### src/rtl/main_ctrl_fsm_pkg.sv
// Shared definitions for the multicycle main controller and the ALU control
// decoder: opcode constants, the state encoding and the Alu_op codes.
package main_ctrl_fsm_pkg;

    // Instruction opcodes (IR[31:26])
    localparam logic [5:0] OP_RTYPE = 6'b000000;
    localparam logic [5:0] OP_LW    = 6'b100011;
    localparam logic [5:0] OP_SW    = 6'b101011;
    localparam logic [5:0] OP_BEQ   = 6'b000100;
    localparam logic [5:0] OP_J     = 6'b000010;
    localparam logic [5:0] OP_ADDI  = 6'b001000;

    // Alu_op codes interpreted by Alu_ctrl
    localparam logic [1:0] ALU_OP_ADD   = 2'b00;
    localparam logic [1:0] ALU_OP_SUB   = 2'b01;
    localparam logic [1:0] ALU_OP_FUNCT = 2'b10;

    // Controller states, 4-bit encoding
    typedef enum logic [3:0] {
        ST_IDLE      = 4'd0,
        ST_FETCH     = 4'd1,
        ST_DECODE    = 4'd2,
        ST_MEM_ADDR  = 4'd3,
        ST_MEM_READ  = 4'd4,
        ST_MEM_WB    = 4'd5,
        ST_MEM_WRITE = 4'd6,
        ST_EXECUTE   = 4'd7,
        ST_ALU_WB    = 4'd8,
        ST_BRANCH    = 4'd9,
        ST_JUMP      = 4'd10,
        ST_ADDI_EXEC = 4'd11,
        ST_ADDI_WB   = 4'd12,
        ST_HALT      = 4'd13
    } state_t;

endpackage : main_ctrl_fsm_pkg

### src/rtl/main_ctrl_fsm.sv
// Multicycle main controller: Moore decode of the current state, with the
// fetch write strobes and the store completion pulse gated by mem_ready.
module main_ctrl_fsm
    import main_ctrl_fsm_pkg::*;
#(
    parameter bit ILL_HALT = 1'b0
) (
    input  logic       clk,
    input  logic       rst_n,
    input  logic [5:0] opcode,
    input  logic       mem_ready,
    output logic       PC_write,
    output logic       PC_write_cond,
    output logic       IorD,
    output logic       Mem_read,
    output logic       Mem_write,
    output logic       IR_write,
    output logic       Mem_to_reg,
    output logic       Reg_dst,
    output logic       Reg_write,
    output logic       Alu_src_a,
    output logic [1:0] Alu_src_b,
    output logic [1:0] Alu_op,
    output logic [1:0] PC_source,
    output logic       instr_done,
    output logic       illegal
);

    state_t r_state;
    state_t w_next_state;

    // State register; reset returns to IDLE immediately, independent of clk
    always_ff @(posedge clk or negedge rst_n) begin
        if (!rst_n) begin
            r_state <= ST_IDLE;
        end else begin
            r_state <= w_next_state;
        end
    end

    // Next-state selection and output decode; everything defaults to 0
    always_comb begin
        w_next_state  = r_state;
        PC_write      = 1'b0;
        PC_write_cond = 1'b0;
        IorD          = 1'b0;
        Mem_read      = 1'b0;
        Mem_write     = 1'b0;
        IR_write      = 1'b0;
        Mem_to_reg    = 1'b0;
        Reg_dst       = 1'b0;
        Reg_write     = 1'b0;
        Alu_src_a     = 1'b0;
        Alu_src_b     = 2'b00;
        Alu_op        = ALU_OP_ADD;
        PC_source     = 2'b00;
        instr_done    = 1'b0;
        illegal       = 1'b0;

        case (r_state)
            ST_IDLE: begin
                w_next_state = ST_FETCH;
            end
            ST_FETCH: begin
                // PC+4 computed every cycle, but only committed with the IR
                Mem_read  = 1'b1;
                Alu_src_b = 2'b01;
                IR_write  = mem_ready;
                PC_write  = mem_ready;
                if (mem_ready) w_next_state = ST_DECODE;
            end
            ST_DECODE: begin
                // Speculative branch target: PC + (sign-extended imm << 2)
                Alu_src_b = 2'b11;
                case (opcode)
                    OP_RTYPE:     w_next_state = ST_EXECUTE;
                    OP_LW, OP_SW: w_next_state = ST_MEM_ADDR;
                    OP_BEQ:       w_next_state = ST_BRANCH;
                    OP_J:         w_next_state = ST_JUMP;
                    OP_ADDI:      w_next_state = ST_ADDI_EXEC;
                    default: begin
                        illegal      = 1'b1;
                        w_next_state = ILL_HALT ? ST_HALT : ST_FETCH;
                    end
                endcase
            end
            ST_MEM_ADDR: begin
                Alu_src_a    = 1'b1;
                Alu_src_b    = 2'b10;
                w_next_state = (opcode == OP_LW) ? ST_MEM_READ : ST_MEM_WRITE;
            end
            ST_MEM_READ: begin
                Mem_read = 1'b1;
                IorD     = 1'b1;
                if (mem_ready) w_next_state = ST_MEM_WB;
            end
            ST_MEM_WB: begin
                Reg_write    = 1'b1;
                Mem_to_reg   = 1'b1;
                instr_done   = 1'b1;
                w_next_state = ST_FETCH;
            end
            ST_MEM_WRITE: begin
                // The store finishes in the cycle memory accepts it
                Mem_write  = 1'b1;
                IorD       = 1'b1;
                instr_done = mem_ready;
                if (mem_ready) w_next_state = ST_FETCH;
            end
            ST_EXECUTE: begin
                Alu_src_a    = 1'b1;
                Alu_op       = ALU_OP_FUNCT;
                w_next_state = ST_ALU_WB;
            end
            ST_ALU_WB: begin
                Reg_write    = 1'b1;
                Reg_dst      = 1'b1;
                instr_done   = 1'b1;
                w_next_state = ST_FETCH;
            end
            ST_BRANCH: begin
                Alu_src_a     = 1'b1;
                Alu_op        = ALU_OP_SUB;
                PC_write_cond = 1'b1;
                PC_source     = 2'b01;
                instr_done    = 1'b1;
                w_next_state  = ST_FETCH;
            end
            ST_JUMP: begin
                PC_write     = 1'b1;
                PC_source    = 2'b10;
                instr_done   = 1'b1;
                w_next_state = ST_FETCH;
            end
            ST_ADDI_EXEC: begin
                Alu_src_a    = 1'b1;
                Alu_src_b    = 2'b10;
                w_next_state = ST_ADDI_WB;
            end
            ST_ADDI_WB: begin
                Reg_write    = 1'b1;
                instr_done   = 1'b1;
                w_next_state = ST_FETCH;
            end
            ST_HALT: begin
                // Parked until reset
                w_next_state = ST_HALT;
            end
            default: begin
                w_next_state = ST_IDLE;
            end
        endcase
    end

endmodule : main_ctrl_fsm

### config.mk
export PLATFORM = sky130hd
export DESIGN_NAME = main_ctrl_fsm
export DESIGN_NICKNAME = d
export VERILOG_FILES = /design/src/rtl/main_ctrl_fsm_pkg.sv /design/src/rtl/main_ctrl_fsm.sv
export SDC_FILE = /design/constraint.sdc
export NUM_CORES = 1
export LEC_CHECK = 0
export ABC_AREA = 1
export BUFFER_PORTS_ARGS = -buffer_cell sky130_fd_sc_hd__clkbuf_2
export CORE_MARGIN = 5
export CORE_UTILIZATION = 30
export DETAILED_ROUTE_END_ITERATION = 10
export PLACE_DENSITY = 0.59
export REMOVE_ABC_BUFFERS = 1
export SYNTH_ARGS = -nofsm -noshare
export SYNTH_HDL_FRONTEND = slang
export SYNTH_SLANG_ARGS = --single-unit
### constraint.sdc
create_clock -name clk -period 1.93 [get_ports clk]
set_clock_uncertainty 0.2 [all_clocks]
set_input_delay 0.0965 -clock clk [delete_from_list [all_inputs] [get_ports clk]]
set_output_delay 0.0965 -clock clk [all_outputs]
set_load 0.005 [all_outputs]
==> summary.md, run 1 <==
| Metric | Value |
|---|---|
| Dominant register cell in the synthesized netlist | `dfrtp_1` |
| Count of boundary I/O pins | `27` |
| Number of rows created at floorplan | `14` |
| Maximum number of pins on one net before global-route repair | `8` |
| Met2 Track Usage GR | `19.1%` |
| Standard cell core area | `1560 µm²` |
| Ratio of total power to cell area | `308 nW/µm²` |
| Hold/Removal Path Class | `input pin to async pin` |
| Clock transition at path regs | `0.04 ns` |
| Run status | `finished, final reports clean` |
| CTS H-tree depth | `1` |
| Number of global-route vias before repair | `577` |
| Share of layout cells above drive strength 1 | `30.6%` |
| Critical path class | `flop to output port` |
| Synth Area per Inst | `5.32 µm²` |
| Overall die height | `51.1 µm` |
| Max-cap viol count | `0` |
| DRT antenna net count | `0` |
| Clock sink count | `4` |
| Share of async-settable or async-resettable flops after synthesis | `100%` |
| Final-layout worst hold slack | `0.00739 ns` |
| VDD IR-drop max | `0.263 mV` |
| Post-cts repair resize count | `0` |
| Max-slew violation count | `0` |
| DR vias/cell | `4.63` |
| # setup viols final | `0` |
| Setup crit start | `r_state[2]$_DFFE_PN0P_` |
| Crit path DAT | `1.42 ns` |
| Global-route wire length before repair | `2480 µm` |
| Post-layout nets | `135` |
| Horizontal extent of the die | `51.1 µm` |
| Synth area leader | `dfrtp_1` |
| Count of synthesis-stage warnings from yosys | `0` |
| Largest regs | `r_state (4)` |
| Tcrit/Tclk final | `88.9%` |
| Drt pass-1 iters | `4` |
| Post-synthesis cell count | `95` |
| Number of flops mapped to enable cells by yosys | `0` |
| Setup_tns | `0 ns` |
| Slew at the pin with the worst max-slew slack | `0.266 ns` |
| Register with the most flip-flops | `r_state` |
| Total power consumption of the routed design | `210 µW` |
| TritonCTS clock tree | `yes` |
| GRT overflow | `0` |
| Count of distinct cell types in the synthesized netlist | `16` |
| Die area | `2610 µm²` |
| Sequential cell area fraction in the yosys report | `19.8%` |
| Highest clock frequency the design can meet | `0.583 GHz` |
| Data required time of the critical path | `1.63 ns` |
| Setup repair bufs after CTS | `0` |
| Buffers from clock root to sink, at most | `2` |
| Detailed-route wire length per cell | `10.0 µm` |
| Time the worst path needs with I/O delays and setup | `1.72 ns` |
| Total inserted antenna cells | `0` |
| Max reg flops | `4` |
| Cell Area, Synth | `505 µm²` |
| GPL Wtd Cong | `0.835` |
| CTS root buf | `clkbuf_4` |
| Quantity of hold-fixing buffers added after cts | `1` |
| Met1 Usage GRT | `16.6%` |
| R2r startpoint | `r_state[2]$_DFFE_PN0P_` |
| Number of cells in the design after placement | `136` |
| Startpoint type of the worst setup path | `flop` |
| Synth Register Bits | `4` |
| Top cell types by occurrence after synthesis | `nor2_1 (22), nand2_1 (18), inv_1 (17)` |
| Number of fillers in the final layout | `169` |
| Cell-by-cell listing of the critical path | `nor2_1 > inv_2 > nor2_4 > inv_1 > nor3_1 > clkbuf_2` |
| Starting density of the core | `32.4%` |
| Post-DP HPWL | `1230 µm` |
| Hold violation total from the final report | `0` |
| Normalized max-slew margin | `82.1%` |
| Most common cell in the synthesized netlist | `nor2_1` |
| Met3 Usage GRT | `2.03%` |
| Unrepaired setup endpoints after global routing | `false` |
| Max stage delay on crit path | `0.41 ns` |
| Post-route DRC violation count | `0` |
| GR peak layer | `met2` |
| Clock latency at the later pin of the worst-skew pair | `0.23 ns` |
| Overall routing resource usage | `12.3%` |
| Slowest cell on the critical path | `dfrtp_1` |
| Leakage power figure | `0.000416 µW` |
| Area fraction of the dominant cell type after synthesis | `19.8%` |
| IO Port Bufs | `26` |
| Most area-consuming cells after synthesis | `dfrtp_1 (20%), nor2_1 (16%), nand2_1 (13%)` |
| Number of buffers added by the clock tree synthesis step | `3` |
| Final Routed Wirelength | `1400 µm` |
| Crit path capture type | `output port` |
| Routed vias | `648` |
| 1st-iter DRT viols | `15` |
| Number of standard cells in the final layout excluding fillers | `140` |
| Synth-to-Final Area Change | `34.7%` |
| Initial antenna violation count | `0` |
| Highest fanout seen on the critical path | `5` |
-- final cells by class --
class,count,area [µm²],area share [%]
multi-input cells,70,323,47.4
clock buffers,3,22.5,3.31
flip-flops and latches,4,100,14.7
inverters,20,75.1,11.0
repair buffers,27,140,20.6
well taps,16,20.0,2.94
-- where the power goes --
part / switching [µW] / internal (µW) / total, µW
sequential: 0 / 84.3 / 84.3
clock: 30.8 / 69.3 / 100
combinational: 14.4 / 10.7 / 25.2
-- stage by stage --
step	area, µm²	util (%)	setup slack [ns]
floorplan	498	-	0.605
global placement	648	41.6	0.481
detailed placement	648	41.6	0.444
CTS	681	43.7	0.191
global route	681	43.7	0.0483
finish	681	43.7	0.215
-- cells in the final DEF (no fill, tap or decap), drive strengths merged --
cell	n
a21oi	4
clkbuf	29
dfrtp	4
dlygate4sd3	1
inv	20
nand2	20
nand3	8
nand4	2
nor2	25
nor3	1
o21ai	10
-- path summary, 6_finish.rpt --
kind,end,slack [ns],cells past startpoint
min in group clk,r_state[1]$_DFFE_PN0P_,0.02,4
min reg2reg,r_state[2]$_DFFE_PN0P_,0.40,2
min,r_state[3]$_DFFE_PN0P_,0.007,2
max in group asynchronous,r_state[0]$_DFFE_PN0P_,1.40,2
max,illegal,0.21,6
max reg2reg,r_state[2]$_DFFE_PN0P_,0.53,6
-- per-layer routing --
metal	vias to the layer above	share of wire (%)
met5	-	0
met4	0	0
met3	0	6.8
met2	23	46
met1	269	47
li1	356	-
-- logic make-up (layout without fill, tap and decap cells) --
kind of cell / Yosys count / count (layout) / share of synthesized area, %
buf+inv: 21 / 50 / 16.3
compound gates: 14 / 14 / 14.6
flops: 4 / 4 / 19.8
simple gates: 56 / 56 / 49.3
-- worst max-delay path: cells and delay by family (launching register included) --
kind                   cells  cell delay (ns)
AND/OR/NAND/NOR            3             0.47
flip-flops                 1             0.41
buffers and inverters      3             0.30
No activity file was read; power rests on OpenSTA's default activity.
==> run 2: changes to the inputs <==
--- a/config.mk
+++ b/config.mk
@@ -7,11 +7,15 @@
 export LEC_CHECK = 0
 export ABC_AREA = 1
 export BUFFER_PORTS_ARGS = -buffer_cell sky130_fd_sc_hd__clkbuf_2
+export CELL_PAD_IN_SITES_DETAIL_PLACEMENT = 0
+export CELL_PAD_IN_SITES_GLOBAL_PLACEMENT = 1
 export CORE_MARGIN = 5
-export CORE_UTILIZATION = 30
+export CORE_UTILIZATION = 28
+export CTS_BUF_LIST = sky130_fd_sc_hd__clkbuf_4 sky130_fd_sc_hd__clkbuf_8 sky130_fd_sc_hd__clkbuf_16
 export DETAILED_ROUTE_END_ITERATION = 10
-export PLACE_DENSITY = 0.59
+export PLACE_DENSITY = 0.82
 export REMOVE_ABC_BUFFERS = 1
+export SLEW_MARGIN = 20
 export SYNTH_ARGS = -nofsm -noshare
 export SYNTH_HDL_FRONTEND = slang
 export SYNTH_SLANG_ARGS = --single-unit
==> run 2 against run 1 <==
  * Wire length down 5.3%
  * First-iteration DRC count rose by 33%
  * Clock power about the same
  * Sequential power barely moved
  * Register-to-register slack barely moved
  * Flip-flop and latch count unchanged
  * Non-clock buffer count is the same
  * Largest power group unchanged
==> summary.md, run 2 (synthesis results as in run 1) <==
| Metric | Value |
|---|---|
| Run status | `finished, final reports clean` |
| Startpoint type of the worst setup path | `flop` |
| Max stage delay on crit path | `0.41 ns` |
| Max reg flops | `4` |
| Global-route wire length before repair | `2300 µm` |
| Clock latency at the later pin of the worst-skew pair | `0.23 ns` |
| Largest delay share family, worst path | `simple AND/OR/NAND/NOR gates` |
| VDD IR-drop max | `0.184 mV` |
| CTS H-tree depth | `1` |
| Detailed-route wire length per cell | `8.92 µm` |
| Horizontal extent of the die | `52.5 µm` |
| GRT overflow | `0` |
| Worst reg2reg path depth | `7` |
| Hold violation total from the final report | `0` |
| Die area | `2760 µm²` |
| CTS root buf | `clkbuf_4` |
| Routed vias | `647` |
| Final-layout worst hold slack | `0.0124 ns` |
| Count of boundary I/O pins | `27` |
| DRT antenna net count | `0` |
| Cell-by-cell listing of the critical path | `nor2_1 > inv_2 > nor2_4 > inv_1 > nor3_1 > clkbuf_2` |
| Starting density of the core | `29.3%` |
| Highest clock frequency the design can meet | `0.584 GHz` |
| Drt pass-1 iters | `4` |
| Maximum number of pins on one net before global-route repair | `8` |
| Critical path class | `flop to output port` |
| Ratio of total power to cell area | `298 nW/µm²` |
| Cells on Worst Hold Path | `4` |
| Number of fillers in the final layout | `220` |
| Post-DP HPWL | `1190 µm` |
| Crit path DAT | `1.41 ns` |
| Capture instance of the worst register-to-register path | `r_state[2]$_DFFE_PN0P_` |
| Number of gates on the worst path with buffers counted | `6` |
| Sum of buffers and inverters on the critical path | `3` |
| Max-cap viol count | `0` |
| Crit path capture type | `output port` |
| Clock sink count | `4` |
| Clock transition at path regs | `0.03 ns` |
| GPL Wtd Cong | `0.820` |
| Max-slew violation count | `0` |
| DR vias/cell | `4.34` |
| Final std cell area, no fill | `692 µm²` |
| Setup crit start | `r_state[2]$_DFFE_PN0P_` |
| Overall die height | `52.5 µm` |
| # setup viols final | `0` |
| Total inserted antenna cells | `0` |
| Buffers from clock root to sink, at most | `2` |
| R2R Setup Slk | `0.53 ns` |
| Tcrit/Tclk final | `88.7%` |
| Overall routing resource usage | `11.0%` |
| Unrepaired setup endpoints after global routing | `false` |
| TritonCTS clock tree | `yes` |
| Placed standard-cell area | `659 µm²` |
| Leakage power figure | `0.000416 µW` |
| Data required time of the critical path | `1.63 ns` |
| Standard cell core area | `1730 µm²` |
| Register with the most flip-flops | `r_state` |
| Share of layout cells above drive strength 1 | `30.6%` |
| Post-route DRC violation count | `0` |
| Post-cts repair resize count | `0` |
| Most frequent standard cell in the layout excluding fill and tap cells | `clkbuf_2` |
| Setup repair bufs after CTS | `0` |
| Largest regs | `r_state (4)` |
| Worst setup endpoint | `illegal` |
| Final Routed Wirelength | `1330 µm` |
| Quantity of hold-fixing buffers added after cts | `1` |
| Hold/Removal Path Class | `input pin to flop` |
| Total power consumption of the routed design | `206 µW` |
| Post-layout nets | `135` |
| Normalized max-slew margin | `82.9%` |
| Number of buffers added by the clock tree synthesis step | `3` |
| Slew at the pin with the worst max-slew slack | `0.255 ns` |
| Highest fanout seen on the critical path | `5` |
| Number of global-route vias before repair | `592` |
| Setup_tns | `0 ns` |
| Time the worst path needs with I/O delays and setup | `1.71 ns` |
| Synth-to-Final Area Change | `36.9%` |
| 1st-iter DRT viols | `20` |
| IO Port Bufs | `26` |
| Most used cells in the layout excluding fill and tap cells | `clkbuf_2 (26), nor2_1 (22), nand2_1 (18)` |
| R2r startpoint | `r_state[0]$_DFFE_PN0P_` |
| Number of rows created at floorplan | `15` |
| Slowest cell on the critical path | `dfrtp_1` |
| Initial antenna violation count | `0` |
==> run 2: worst min-delay path by stage <==
stage	start	to	slack (ns)
2_1_floorplan	rst_n	r_state[0]$_DFFE_PN0P_	-0.40
3_3_place_gp	rst_n	r_state[3]$_DFFE_PN0P_	-0.30
3_5_place_dp	rst_n	r_state[3]$_DFFE_PN0P_	-0.29
4_1_cts	rst_n	r_state[0]$_DFFE_PN0P_	0.001
5_1_grt	rst_n	r_state[0]$_DFFE_PN0P_	0.03
6_report	mem_ready	r_state[1]$_DFFE_PN0P_	0.01
==> run 2: worst min-delay path: stages <==
cell and delay [ns]:
clkbuf_2 0.09, inv_1 0.07, nand2_1 0.08, nand2_1 0.06
==> run 2: where the power goes <==
part | total (µW) | switching, µW | internal (µW)
logic | 24.9 | 14.2 | 10.7
registers | 84.4 | 0 | 84.4
clock network | 96.9 | 27.8 | 69.1
total | 206 | 42.0 | 164
==> run 2: routing by layer <==
layer	global-route usage [%]	part of all wire (%)	vias to the layer above
met2	18.6	47	19
li1	-	-	357
met4	5.11	0	0
met5	0	0	-
met3	2.28	6.9	0
met1	13.0	46	271
==> run 2: layout make-up <==
class | instances | area [µm²] | share of cell area [%]
Clock buffer | 3 | 22.5 | 3.25
Inverter | 20 | 75.1 | 10.8
Multi-Input combinational cell | 70 | 323 | 46.7
Sequential cell | 4 | 100 | 14.5
Tap cell | 25 | 31.3 | 4.52
Timing Repair Buffer | 27 | 140 | 20.3
==> run 2: through the flow <==
stage / worst slack (ns) / util, % / std cells
floorplan: 0.605 / - / 94
global placement: 0.465 / 38.2 / 145
detailed placement: 0.434 / 38.2 / 145
CTS: 0.184 / 40.1 / 149
global route: 0.0244 / 40.1 / 149
finish: 0.219 / 40.1 / 149
==> run 3: changes to the inputs <==
--- a/config.mk
+++ b/config.mk
@@ -5,15 +5,14 @@
 export SDC_FILE = /design/constraint.sdc
 export NUM_CORES = 1
 export LEC_CHECK = 0
-export ABC_AREA = 1
 export BUFFER_PORTS_ARGS = -buffer_cell sky130_fd_sc_hd__clkbuf_2
 export CELL_PAD_IN_SITES_DETAIL_PLACEMENT = 0
 export CELL_PAD_IN_SITES_GLOBAL_PLACEMENT = 1
 export CORE_MARGIN = 5
-export CORE_UTILIZATION = 28
+export CORE_UTILIZATION = 30
 export CTS_BUF_LIST = sky130_fd_sc_hd__clkbuf_4 sky130_fd_sc_hd__clkbuf_8 sky130_fd_sc_hd__clkbuf_16
 export DETAILED_ROUTE_END_ITERATION = 10
-export PLACE_DENSITY = 0.82
+export PLACE_DENSITY = 0.81
 export REMOVE_ABC_BUFFERS = 1
 export SLEW_MARGIN = 20
 export SYNTH_ARGS = -nofsm -noshare
==> run 3 against run 2 <==
  * Total power rose to 4.9 times the previous value
  * Register-to-register slack worse by 0.15 ns
  * Non-clock buffer count grew 4
  * Setup slack worse by 0.074 ns
  * Global-route usage increased by 2.5 points
  * Sequential power rose to 2.8 times the previous value
  * Highest routed layer is now met4
==> summary.md, run 3 <==
| Metric | Value |
|---|---|
| Leakage power figure | `0.000336 µW` |
| Final Util | `42.6%` |
| CTS H-tree depth | `1` |
| GRT overflow | `0` |
| Sequential cell area fraction in the yosys report | `18.7%` |
| Standard cell core area | `1710 µm²` |
| Number of global-route vias before repair | `623` |
| Data required time of the critical path | `1.63 ns` |
| CTS root buf | `clkbuf_4` |
| Overall routing resource usage | `13.5%` |
| Maximum number of pins on one net before global-route repair | `16` |
| Run status | `finished, final reports clean` |
| Largest regs | `r_state (4)` |
| Crit path capture type | `output port` |
| Starting density of the core | `31.3%` |
| Area fraction of the dominant cell type after synthesis | `18.7%` |
| DR vias/cell | `5.10` |
| Share of layout cells above drive strength 1 | `36.5%` |
| Horizontal extent of the die | `52.2 µm` |
| Hold/Removal Path Class | `input pin to flop` |
| Post-layout nets | `115` |
| Synth Area per Inst | `6.94 µm²` |
| Clock latency at the later pin of the worst-skew pair | `0.24 ns` |
| Time the worst path needs with I/O delays and setup | `1.78 ns` |
| Hold violation total from the final report | `0` |
| Worst setup timing slack at the placement stage | `0.329 ns` |
| Initial antenna violation count | `0` |
| Most area-consuming cells after synthesis | `dfrtp_1 (19%), nand2b_1 (7.0%), nor2_1 (5.6%)` |
| Detailed-route wire length per cell | `12.1 µm` |
| Max-slew violation count | `0` |
| GPL Wtd Cong | `0.817` |
| Number of cells in the design after placement | `124` |
| # setup viols final | `0` |
| Post-route DRC violation count | `0` |
| TritonCTS clock tree | `yes` |
| Unrepaired setup endpoints after global routing | `false` |
| Startpoint type of the worst setup path | `flop` |
| Number of standard cells in the final layout excluding fillers | `129` |
| Clock sink count | `4` |
| Synth area leader | `dfrtp_1` |
| Total inserted antenna cells | `0` |
| Final Routed Wirelength | `1560 µm` |
| Setup repair bufs after CTS | `0` |
| Synth-to-Final Area Change | `36.3%` |
| Dominant register cell in the synthesized netlist | `dfrtp_1` |
| Setup_tns | `0 ns` |
| Cell Area, Synth | `534 µm²` |
| Critical path class | `flop to output port` |
| Drt pass-1 iters | `4` |
| Clock transition at path regs | `0.04 ns` |
| Most frequent standard cell in the layout excluding fill and tap cells | `clkbuf_2` |
| Number of fillers in the final layout | `182` |
| Overall die height | `52.2 µm` |
| IO Port Bufs | `26` |
| DRT antenna net count | `0` |
| Number of buffers added by the clock tree synthesis step | `3` |
| Max-cap viol count | `0` |
| Post-DP HPWL | `1260 µm` |
| Tcrit/Tclk final | `92.5%` |
| Share of async-settable or async-resettable flops after synthesis | `100%` |
| Setup slack of the critical path after layout | `0.145 ns` |
| VDD IR-drop max | `0.402 mV` |
| Die area | `2720 µm²` |
| Count of synthesis-stage warnings from yosys | `0` |
| Highest fanout seen on the critical path | `14` |
| Routed vias | `658` |
| Number of rows created at floorplan | `15` |
| Total power consumption of the routed design | `1000 µW` |
| Count of boundary I/O pins | `27` |
| Global-route wire length before repair | `2690 µm` |
| Most common cell in the synthesized netlist | `nor2_1` |
| Number of flops mapped to enable cells by yosys | `0` |
| Buffers from clock root to sink, at most | `2` |
| Slew at the pin with the worst max-slew slack | `0.307 ns` |
| Ratio of total power to cell area | `1380 nW/µm²` |
| Register with the most flip-flops | `r_state` |
| Most used cells in the layout excluding fill and tap cells | `clkbuf_2 (26), nor2_1 (8), nand2_1 (7)` |
| Normalized max-slew margin | `79.5%` |
| Synth Register Bits | `4` |
| Post-synthesis cell count | `77` |
| Max reg flops | `4` |
| Count of distinct cell types in the synthesized netlist | `33` |
| Top cell types by occurrence after synthesis | `nor2_1 (8), nand2_1 (7), nand2b_1 (6)` |
| Highest clock frequency the design can meet | `0.560 GHz` |
| 1st-iter DRT viols | `18` |
| Crit path DAT | `1.49 ns` |
[run 3: layout make-up]
class	instances	area, µm²	share of cell area, %
repair buffers	31	173	23.7
inverters	2	7.51	1.03
flip-flops and latches	4	103	14.1
well taps	25	31.3	4.30
clock buffers	3	22.5	3.09
multi-input cells	64	392	53.8
[run 3: critical path: stages, from the launching register on]
cell and delay, ns:
dfrtp_2 0.48, nor2b_1 0.20, and3_1 0.19, or2_2 0.27, clkbuf_2 0.11
[run 3: cell families after synthesis]
family / Yosys count / share of synthesized area, %
and+or+nand+nor: 36 / 35.6
buffers and inverters: 9 / 7.96
AOI/OAI and AO/OA: 24 / 30.4
xor gates and xnor gates: 2 / 3.28
muxes: 2 / 3.98
DFF: 4 / 18.7
[run 3: through the flow]
step	area (µm²)	hold WS [ns]
floorplan	499	-0.399
global placement	683	-0.293
detailed placement	683	-0.288
CTS	726	0.0355
global route	728	0.0562
finish	728	0.0402
[run 3: worst paths after layout]
kind | startpoint | to | slack (ns) | depth (start not counted)
setup reg to reg | r_state[2]$_DFFE_PN0P_ | r_state[1]$_DFFE_PN0P_ | 0.38 | 4
max in group asynchronous | rst_n | r_state[3]$_DFFE_PN0P_ | 0.77 | 3
setup / recovery | r_state[0]$_DFFE_PN0P_ | PC_write | 0.15 | 4
hold reg to reg | r_state[1]$_DFFE_PN0P_ | r_state[2]$_DFFE_PN0P_ | 0.48 | 2
hold / removal | opcode[4] | r_state[3]$_DFFE_PN0P_ | 0.04 | 4
min in group asynchronous | rst_n | r_state[1]$_DFFE_PN0P_ | 0.56 | 3
[run 3: metal layers]
| metal | GRT usage, % | wire (µm) | vias up |
|---|---|---|---|
| li1 | - | - | 337 |
| met5 | 0 | 0 | - |
| met2 | 20.5 | 742 | 18 |
| met4 | 10.6 | 43 | 0 |
| met3 | 2.85 | 64 | 4 |
| met1 | 16.2 | 714 | 299 |
[run 3: where the power goes]
| group | internal [µW] | total [µW] | switching (µW) |
|---|---|---|---|
| combinational | 327 | 663 | 336 |
| sequential | 126 | 237 | 112 |
| clock | 69.6 | 104 | 34.4 |
[run 3: what timing repair did]
action,4_1_cts,5_1_grt
resized for setup,0,2
endpoints found under the setup margin,0,1
hold buffers,2,0
endpoints found under the hold margin,4,0
